<file path="config.mk">
export PLATFORM = sky130hd
export DESIGN_NAME = perceptron_multiclass
export DESIGN_NICKNAME = d
export VERILOG_FILES = /design/src/rtl/perceptron_multiclass.sv
export SDC_FILE = /design/constraint.sdc
export NUM_CORES = 2
export LEC_CHECK = 0
export BUFFER_PORTS_ARGS = -buffer_cell sky130_fd_sc_hd__buf_2
export CAP_MARGIN = 30
export CORE_UTILIZATION = 37
export DETAILED_ROUTE_END_ITERATION = 6
export PLACE_DENSITY = 0.54
export SKIP_LAST_GASP = 1
export SLEW_MARGIN = 20
export SYNTH_ARGS = -nofsm -noshare
export SYNTH_HDL_FRONTEND = slang
export SYNTH_SLANG_ARGS = --single-unit
</file>
<file path="constraint.sdc">
create_clock -name clk -period 7.05 [get_ports clk]
set_clock_uncertainty 0.1 [all_clocks]
set_input_delay 1.41 -clock clk [delete_from_list [all_inputs] [get_ports clk]]
set_output_delay 1.41 -clock clk [all_outputs]
set_load 0.01 [all_outputs]
</file>
<file path="src/rtl/perceptron_multiclass.sv">
// rtl/perceptron_multiclass.sv - multiclass binary-image perceptron with bit-serial MAC and sequential argmax
module perceptron_multiclass #(
  parameter int WIDTH   = 25,
  parameter int CLASSES = 4,
  parameter int W_BITS  = 8,
  parameter int THRESH  = 0,
  localparam int CW     = $clog2(CLASSES),
  localparam int IW     = $clog2(WIDTH),
  localparam int ACC_W  = W_BITS + $clog2(WIDTH + 1)
) (
  input  logic             clk,
  input  logic             rst_n,
  input  logic [WIDTH-1:0] in,
  input  logic             in_valid,
  output logic             in_ready,
  input  logic             wr_en,
  input  logic [CW-1:0]    wr_class,
  input  logic [IW-1:0]    wr_idx,
  input  logic [W_BITS-1:0] wr_data,
  output logic [CW-1:0]    out_class,
  output logic             out_none,
  output logic [ACC_W-1:0] out_acc,
  output logic             out_valid,
  input  logic             out_ready,
  output logic             busy
);

  localparam logic signed [ACC_W-1:0] THR = ACC_W'(THRESH);

  typedef enum logic [1:0] {S_IDLE, S_ACC, S_ARG, S_DONE} state_t;

  state_t                   state_q, state_d;
  logic [WIDTH-1:0]         in_q, in_d;
  logic [IW-1:0]            idx_q, idx_d;
  logic [CW-1:0]            cls_q, cls_d;
  logic signed [ACC_W-1:0]  acc_q [CLASSES];
  logic signed [ACC_W-1:0]  acc_d [CLASSES];
  logic signed [ACC_W-1:0]  best_acc_q, best_acc_d;
  logic [CW-1:0]            best_idx_q, best_idx_d;
  logic                     none_q, none_d;
  logic signed [W_BITS-1:0] w_q [CLASSES][WIDTH];
  logic                     wr_hit;

  assign wr_hit = (state_q == S_IDLE) && wr_en &&
                  (32'(wr_class) < CLASSES) && (32'(wr_idx) < WIDTH);

  always_ff @(posedge clk or negedge rst_n) begin
    if (!rst_n) state_q <= S_IDLE;
    else        state_q <= state_d;
  end

  always_comb begin
    state_d    = state_q;
    in_d       = in_q;
    idx_d      = idx_q;
    cls_d      = cls_q;
    acc_d      = acc_q;
    best_acc_d = best_acc_q;
    best_idx_d = best_idx_q;
    none_d     = none_q;
    case (state_q)
      S_IDLE: begin
        if (in_valid) begin
          in_d  = in;
          idx_d = '0;
          for (int c = 0; c < CLASSES; c++) acc_d[c] = '0;
          state_d = S_ACC;
        end
      end
      S_ACC: begin
        for (int c = 0; c < CLASSES; c++) begin
          if (in_q[idx_q])
            acc_d[c] = acc_q[c] + {{(ACC_W-W_BITS){w_q[c][idx_q][W_BITS-1]}}, w_q[c][idx_q]};
        end
        idx_d = idx_q + IW'(1);
        if (idx_q == IW'(WIDTH - 1)) begin
          cls_d   = '0;
          state_d = S_ARG;
        end
      end
      S_ARG: begin
        // class 0 seeds the running best; later classes need strictly greater to win ties
        if (cls_q == '0 || acc_q[cls_q] > best_acc_q) begin
          best_acc_d = acc_q[cls_q];
          best_idx_d = cls_q;
        end
        cls_d = cls_q + CW'(1);
        if (cls_q == CW'(CLASSES - 1)) begin
          none_d  = (best_acc_d <= THR);
          state_d = S_DONE;
        end
      end
      S_DONE: begin
        if (out_ready) state_d = S_IDLE;
      end
      default: state_d = S_IDLE;
    endcase
  end

  always_ff @(posedge clk or negedge rst_n) begin
    if (!rst_n) begin
      in_q       <= '0;
      idx_q      <= '0;
      cls_q      <= '0;
      best_acc_q <= '0;
      best_idx_q <= '0;
      none_q     <= 1'b0;
      for (int c = 0; c < CLASSES; c++) begin
        acc_q[c] <= '0;
        for (int i = 0; i < WIDTH; i++) w_q[c][i] <= '0;
      end
    end else begin
      in_q       <= in_d;
      idx_q      <= idx_d;
      cls_q      <= cls_d;
      best_acc_q <= best_acc_d;
      best_idx_q <= best_idx_d;
      none_q     <= none_d;
      for (int c = 0; c < CLASSES; c++) acc_q[c] <= acc_d[c];
      if (wr_hit) w_q[wr_class][wr_idx] <= wr_data;
    end
  end

  assign in_ready  = (state_q == S_IDLE);
  assign busy      = (state_q != S_IDLE);
  assign out_valid = (state_q == S_DONE);
  assign out_class = best_idx_q;
  assign out_acc   = best_acc_q;
  assign out_none  = none_q;

endmodule

</file>
-- Word level (Yosys, flattened, before mapping)
Index checks and enable logic that the tools add are counted.
- $add $sub $neg: 6
- order comparisons: 10
- equality and inequality tests: 10
- mux-type cells: 39
- bitwise operators: 4
- reduce and logical (&&, ||, !) cells: 17
- operators with widths (kind ; number):
    800-bit bitwise mux ; 1
    200-bit demux with 2-bit select ; 1
    200-bit 2-to-1 mux ; 1
    8-bit binary-select mux with 5-bit select ; 4
    13-bit 2-to-1 mux ; 8
    52-bit one-hot mux with 2 select lines ; 1
    8-bit 2-to-1 mux ; 9
    13-bit adder ; 4
    52-bit 2-to-1 mux ; 1
    8-bit demux with 5-bit select ; 1
    13-bit binary-select mux with 2-bit select ; 1
    13-bit > comparator ; 1
    13-bit by 1-bit less-or-equal comparator with 1-bit output, second input constant ; 1
    6-bit >= comparator, second input constant ; 2
    5-bit NOT with 6-bit output ; 2
    2-bit 2-to-1 mux ; 5
    5-bit one-hot mux with 2 select lines ; 1
    2-bit AND reduction ; 5
    2-bit inequality test, second input constant ; 4
    2-bit one-hot mux with 4 select lines ; 1
    2-bit equality test, second input constant ; 3
    3-bit >= comparator, second input constant ; 2
    5-bit by 6-bit < comparator with 1-bit output, second input constant ; 1
    6-bit by 1-bit < comparator with 1-bit output, second input constant ; 1
    other kinds (18) ; 25
- flip-flop bits (word level): 902
- output and inout port bits: 19
- word-level logic and storage cells: 197

-- Logic depth before layout (Yosys ltp)
- word-level depth: 9
- gate-level depth with buffers: 18
- gate-level depth less buffers: 13

-- Least setup slack after synthesis
OpenSTA, ideal clock, no wires.
- path type: flip-flop to flip-flop
- start: reg idx_q[1]
- end: reg acc_q[25] in the netlist's numbering
- setup time: 118 ps
- arrival time: 4379 ps
- data required time: 6832 ps
- path slack: 2453 ps
- stages on the path, launching flop included: 17
- buffers on the path: 4
- cells stage by stage: dfrtp_1 > buf_2 > buf_2 > buf_1 > clkbuf_1 > mux4_2 > mux4_2 > mux2_2 > ha_1 > fa_1 > a21oi_1 > o22ai_1 > a311oi_1 > o21ai_0 > xor2_1 > a21o_1 > a21o_1
- longest elaborated chain between the ends: 7
- RTL lines (element ; RTL line ; RTL):
    start, declared ; 34 ; logic [IW-1:0] idx_q, idx_d;
    start signal, assigned ; 114 ; idx_q <= idx_d;
    5-bit NOT with 6-bit output (implied by the code) ; 73 ; acc_d[c] = acc_q[c] + {{(ACC_W-W_BITS){w_q[c][idx_q][W_BITS-1]}}, w_q[c][idx_q]};
    8-bit binary-select mux with 5-bit select ; 73 ;
    8-bit 2-to-1 mux (implied by the code) (2 in series) ; 73 ;
    13-bit adder ; 73 ;
    13-bit 2-to-1 mux ; 72 ; if (in_q[idx_q])
    52-bit one-hot mux with 2 select lines ; 61 ; case (state_q)
    end signal, assigned by index ; 109 ; acc_q[c] <= '0;
    end, declared ; 36 ; logic signed [ACC_W-1:0] acc_q [CLASSES];
Several ways; a longest one is shown, not always the timed one. The select of a mux whose other input is x is not followed.
A chain may end at the register's enable or synchronous reset.

-- Worst setup path in the final report
- start: reg idx_q[0]
- end: reg acc_q[25] in the netlist's numbering
Same word-level chain as after synthesis.

==> qor.log <==
qor: cells_and_area.drive_above_1_share 47.17%
qor: placement.dpl_cell_area 0.04560 sq mm
qor: clocking.cts-root-to-sink-buffers 3
qor: worst_setup_path.reg2reg_setup_slack 1.80 ns
qor: clocking.clk_pin_slew 0.06 ns
qor: logic_synthesis.syn_avg_cell_area 14.86 sq um
qor: placement.detailedPlacementHpwl 80890 um
qor: sta.tns 0 ns
qor: floorplan.coreArea 0.1165 sq mm
qor: clocking.cts_made_buffers 101
qor: logic_synthesis.syn_area 0.04364 sq mm
qor: clocking.cts_setup_buffers 0
qor: cells_and_area.final_design_area_no_fill 0.04904 sq mm
qor: sta.worst_pin_slew 0.9908 ns
qor: placement.place_congestion 0.8367
qor: logic_synthesis.synth_warnings 0
qor: worst_hold_path.worstHoldStart w_q[616]$_DFFE_PN0P_
qor: sta.final_hold_viols 0
qor: power_and_ir_drop.power.leakage 23.55 nW
qor: logic_synthesis.synthArstFlopShare 100.0%
qor: worst_setup_path.setup.worst_path.end_class register
qor: sta.finalWorstPathRequiredPeriod 5.245 ns
qor: logic_synthesis.ys_seq_area_share 51.72%
qor: worst_hold_path.holdCritPathClass reg2reg
qor: global_route.grt_pass1_wl 185200 um
qor: worst_setup_path.biggest_fanout_along_the_worst_timing_path 39
qor: clocking.postCtsResizedCells 0
qor: logic_synthesis.synthDistinctLibCells 63
qor: outcome.run_status completed
qor: route.drt.antenna.violating_nets 0
qor: power_and_ir_drop.vdd_drop_max 230.4 uV
qor: global_route.grt_pass1_vias 27770
qor: worst_setup_path.logic_depth_of_the_worst_register_to_register_path 13
qor: clocking.clock_insertion_delay_worst_skew 0.70 ns
qor: sta.final-setup-viol-count 0
qor: global_route.global_route.overflow_total 0
qor: sta.rsz0062_at_grt no
qor: route.route.detailed.wl_per_inst 26.41 um
qor: floorplan.die_height 345.4 um
qor: clocking.clock-sinks 902
qor: floorplan.initial_utilization 37.45%
qor: cells_and_area.nets 3077
qor: logic_synthesis.synth_fp_nets 3054
qor: worst_setup_path.worst-setup-path-type reg2reg
qor: worst_setup_path.crit-reg2reg-capture acc_q[25]$_DFFE_PN0P_
qor: floorplan.rows 125
qor: logic_synthesis.synth_enable_flop_cells 0
qor: global_route.grt.busiest_layer met2
qor: cells_and_area.area.growth.synth_to_final 12.38%
qor: global_route.track_usage 20.46%
qor: global_route.grt_max_degree 164
qor: logic_synthesis.netlist_instances 2936
qor: worst_setup_path.timing.critical_path.from_type register
qor: global_route.grt_use_met3 3.308%
qor: worst_hold_path.whs_endpoint w_q[616]$_DFFE_PN0P_
qor: sta.period_share 74.40%
qor: global_route.grt_util_met2 32.89%
qor: global_route.antenna_found_initial 8
qor: worst_setup_path.cp.arrival 5.73 ns
qor: route.routed_wl 120600 um
qor: logic_synthesis.ys_dominant_reg_cell sky130_fd_sc_hd__dfrtp_1
qor: placement.port_buffers 63
qor: route.drt_iter0_markers 1570
qor: global_route.groute.layer.met1.usage 28.69%
qor: worst_setup_path.crit_required 7.54 ns
qor: logic_synthesis.synth-seq-cells 902
qor: cells_and_area.post-route-util 42.09%
qor: worst_hold_path.hold_path_depth 1
qor: clocking.ctsHtreeMaxLevel 3
qor: clocking.cts.hold.buffers_added 0
qor: sta.timing_max_transition_violations_final 0
qor: power_and_ir_drop.power_per_cell_area 317.9 mW/mm^2
qor: flow_run.cap_violations 0
qor: clocking.tritoncts done
qor: floorplan.io-pin-count 64
qor: sta.max_clk_rate 190.6 MHz
qor: route.first_pass_iters 5
qor: route.via_count_normalized_by_instance_count 5.633
qor: route.drcViolationCount 0
qor: floorplan.die_width 345.4 um
qor: worst_setup_path.regToRegStartpoint idx_q[0]$_DFFE_PN0P_
qor: route.total_via_count_in_the_routed_design 25720
qor: clocking.root_buffer sky130_fd_sc_hd__clkbuf_16
qor: sta.relSlewSlack 33.95%
qor: floorplan.floorplan.die_area 0.1193 sq mm
[state kept, by name, indices dropped and copies added, names as in the netlist]
| name | cells |
|---|---|
| out_none | 1 |
| w_q | 800 |
| state_q | 2 |
| in_q | 25 |
| out_class | 2 |
| acc_q | 52 |
| cls_q | 2 |
| idx_q | 5 |
| out_acc | 13 |
[stage by stage]
| stage | hold WS, ns | power, mW | cells | setup WS (ns) |
|---|---|---|---|---|
| after floorplan | 0.3457 | 8.983 | 2936 | 2.453 |
| after global placement | 0.3787 | 10.17 | 4373 | 1.791 |
| after detailed placement | 0.3874 | 10.31 | 4379 | 1.774 |
| after CTS | 0.4005 | 15.77 | 4563 | 1.722 |
| after global routing | 0.4070 | 16.33 | 4565 | 1.506 |
| final | 0.3985 | 15.59 | 4566 | 1.805 |
[layout by cell type, fill, tap and decap left out, types with 37 or more instances in the layout]
cell	netlist	final
sky130_fd_sc_hd__buf_4	2	47
sky130_fd_sc_hd__nand2_1	115	115
sky130_fd_sc_hd__clkbuf_16	0	102
sky130_fd_sc_hd__buf_2	29	54
sky130_fd_sc_hd__nor2_1	55	53
sky130_fd_sc_hd__dfrtp_1	902	898
sky130_fd_sc_hd__nand3_1	37	37
sky130_fd_sc_hd__mux2_2	864	864
sky130_fd_sc_hd__mux4_2	222	222
sky130_fd_sc_hd__ha_1	69	69
sky130_fd_sc_hd__a22o_1	48	48
sky130_fd_sc_hd__o21ai_0	61	61
[critical path, stage by stage (launching register included)]
cell and delay [ns]:
sky130_fd_sc_hd__dfrtp_4 0.99, sky130_fd_sc_hd__buf_4 0.49, sky130_fd_sc_hd__mux4_2 0.54, sky130_fd_sc_hd__mux4_2 0.49, sky130_fd_sc_hd__mux2_2 0.28, sky130_fd_sc_hd__ha_1 0.21
sky130_fd_sc_hd__fa_1 0.44, sky130_fd_sc_hd__a21oi_1 0.22, sky130_fd_sc_hd__o22ai_1 0.16, sky130_fd_sc_hd__a311oi_1 0.46, sky130_fd_sc_hd__o21ai_0 0.20, sky130_fd_sc_hd__xor2_1 0.19
sky130_fd_sc_hd__a21o_1 0.19, sky130_fd_sc_hd__a21o_1 0.16
[logic make-up (layout without fill, tap and decap cells)]
kind of cell             Yosys count  in the layout  share of synthesized area (%)
AO/OA/AOI/OAI                    225            225                          3.575
XOR/XNOR                          43             43                         0.8630
adder cells (fa/ha/maj)           73             73                          2.162
buffers and inverters            233            337                          2.420
flip-flops                       902            902                          51.72
multiplexers                    1132           1132                          35.29
other                              0              2                              0
AND/OR/NAND/NOR                  328            328                          3.968
[synth_stat cells (all sizes together) (7+ instances only)]
library cell / instances / share of area [%]
mux4: 235 / 12
xnor2: 25 / 0.50
a21oi: 27 / 0.31
nand2b: 9 / 0.13
mux2i: 33 / 0.76
clkbuf: 131 / 1.1
mux2: 864 / 22
nor4: 7 / 0.10
inv: 35 / 0.30
nand3: 38 / 0.45
a21o: 31 / 0.53
xor2: 18 / 0.36
nand4: 7 / 0.10
a31oi: 7 / 0.10
o21ai: 62 / 0.72
buf: 67 / 0.99
nor2: 93 / 1.1
dfrtp: 902 / 52
or3: 13 / 0.19
a22o: 48 / 0.96
o22ai: 9 / 0.13
nand2: 115 / 0.99
ha: 69 / 2.0
nor2b: 13 / 0.19
nor3: 16 / 0.39
[final cells by class]
type / count / area, sq um
repair buffers: 118 / 967.2
fillers: 10410 / 67470
multi-input cells: 1801 / 20030
inverters: 35 / 133.9
diodes: 2 / 5.005
clock buffers: 144 / 2930
flip-flops and latches: 902 / 22580
well taps: 1524 / 1907
clock inverters: 40 / 491.7
[power by group]
group,internal [mW],switching [mW],total [mW]
Clock,3.19,2.21,5.40
Sequential,5.69,0.552,6.24
Combinational,1.77,2.18,3.95
Total,10.7,4.94,15.6
[layer usage]
layer  vias up  part of all wire (%)
met3       178                   4.3
li1      11010                     -
met4        12                   2.5
met5         -                 0.067
met1     14020                    45
met2       506                    48
[how the worst max path moves through the flow]
stage                    startpoint                     to  slack (ns)  cells past startpoint
2_1_floorplan  idx_q[1]$_DFFE_PN0P_  acc_q[25]$_DFFE_PN0P_        2.45                     16
3_3_place_gp   idx_q[0]$_DFFE_PN0P_  acc_q[25]$_DFFE_PN0P_        1.79                     13
3_5_place_dp   idx_q[0]$_DFFE_PN0P_  acc_q[25]$_DFFE_PN0P_        1.77                     13
4_1_cts        idx_q[0]$_DFFE_PN0P_  acc_q[25]$_DFFE_PN0P_        1.72                     13
5_1_grt        idx_q[0]$_DFFE_PN0P_  acc_q[25]$_DFFE_PN0P_        1.51                     13
6_report       idx_q[0]$_DFFE_PN0P_  acc_q[25]$_DFFE_PN0P_        1.80                     13
No activity file was read; power rests on OpenSTA's default activity.
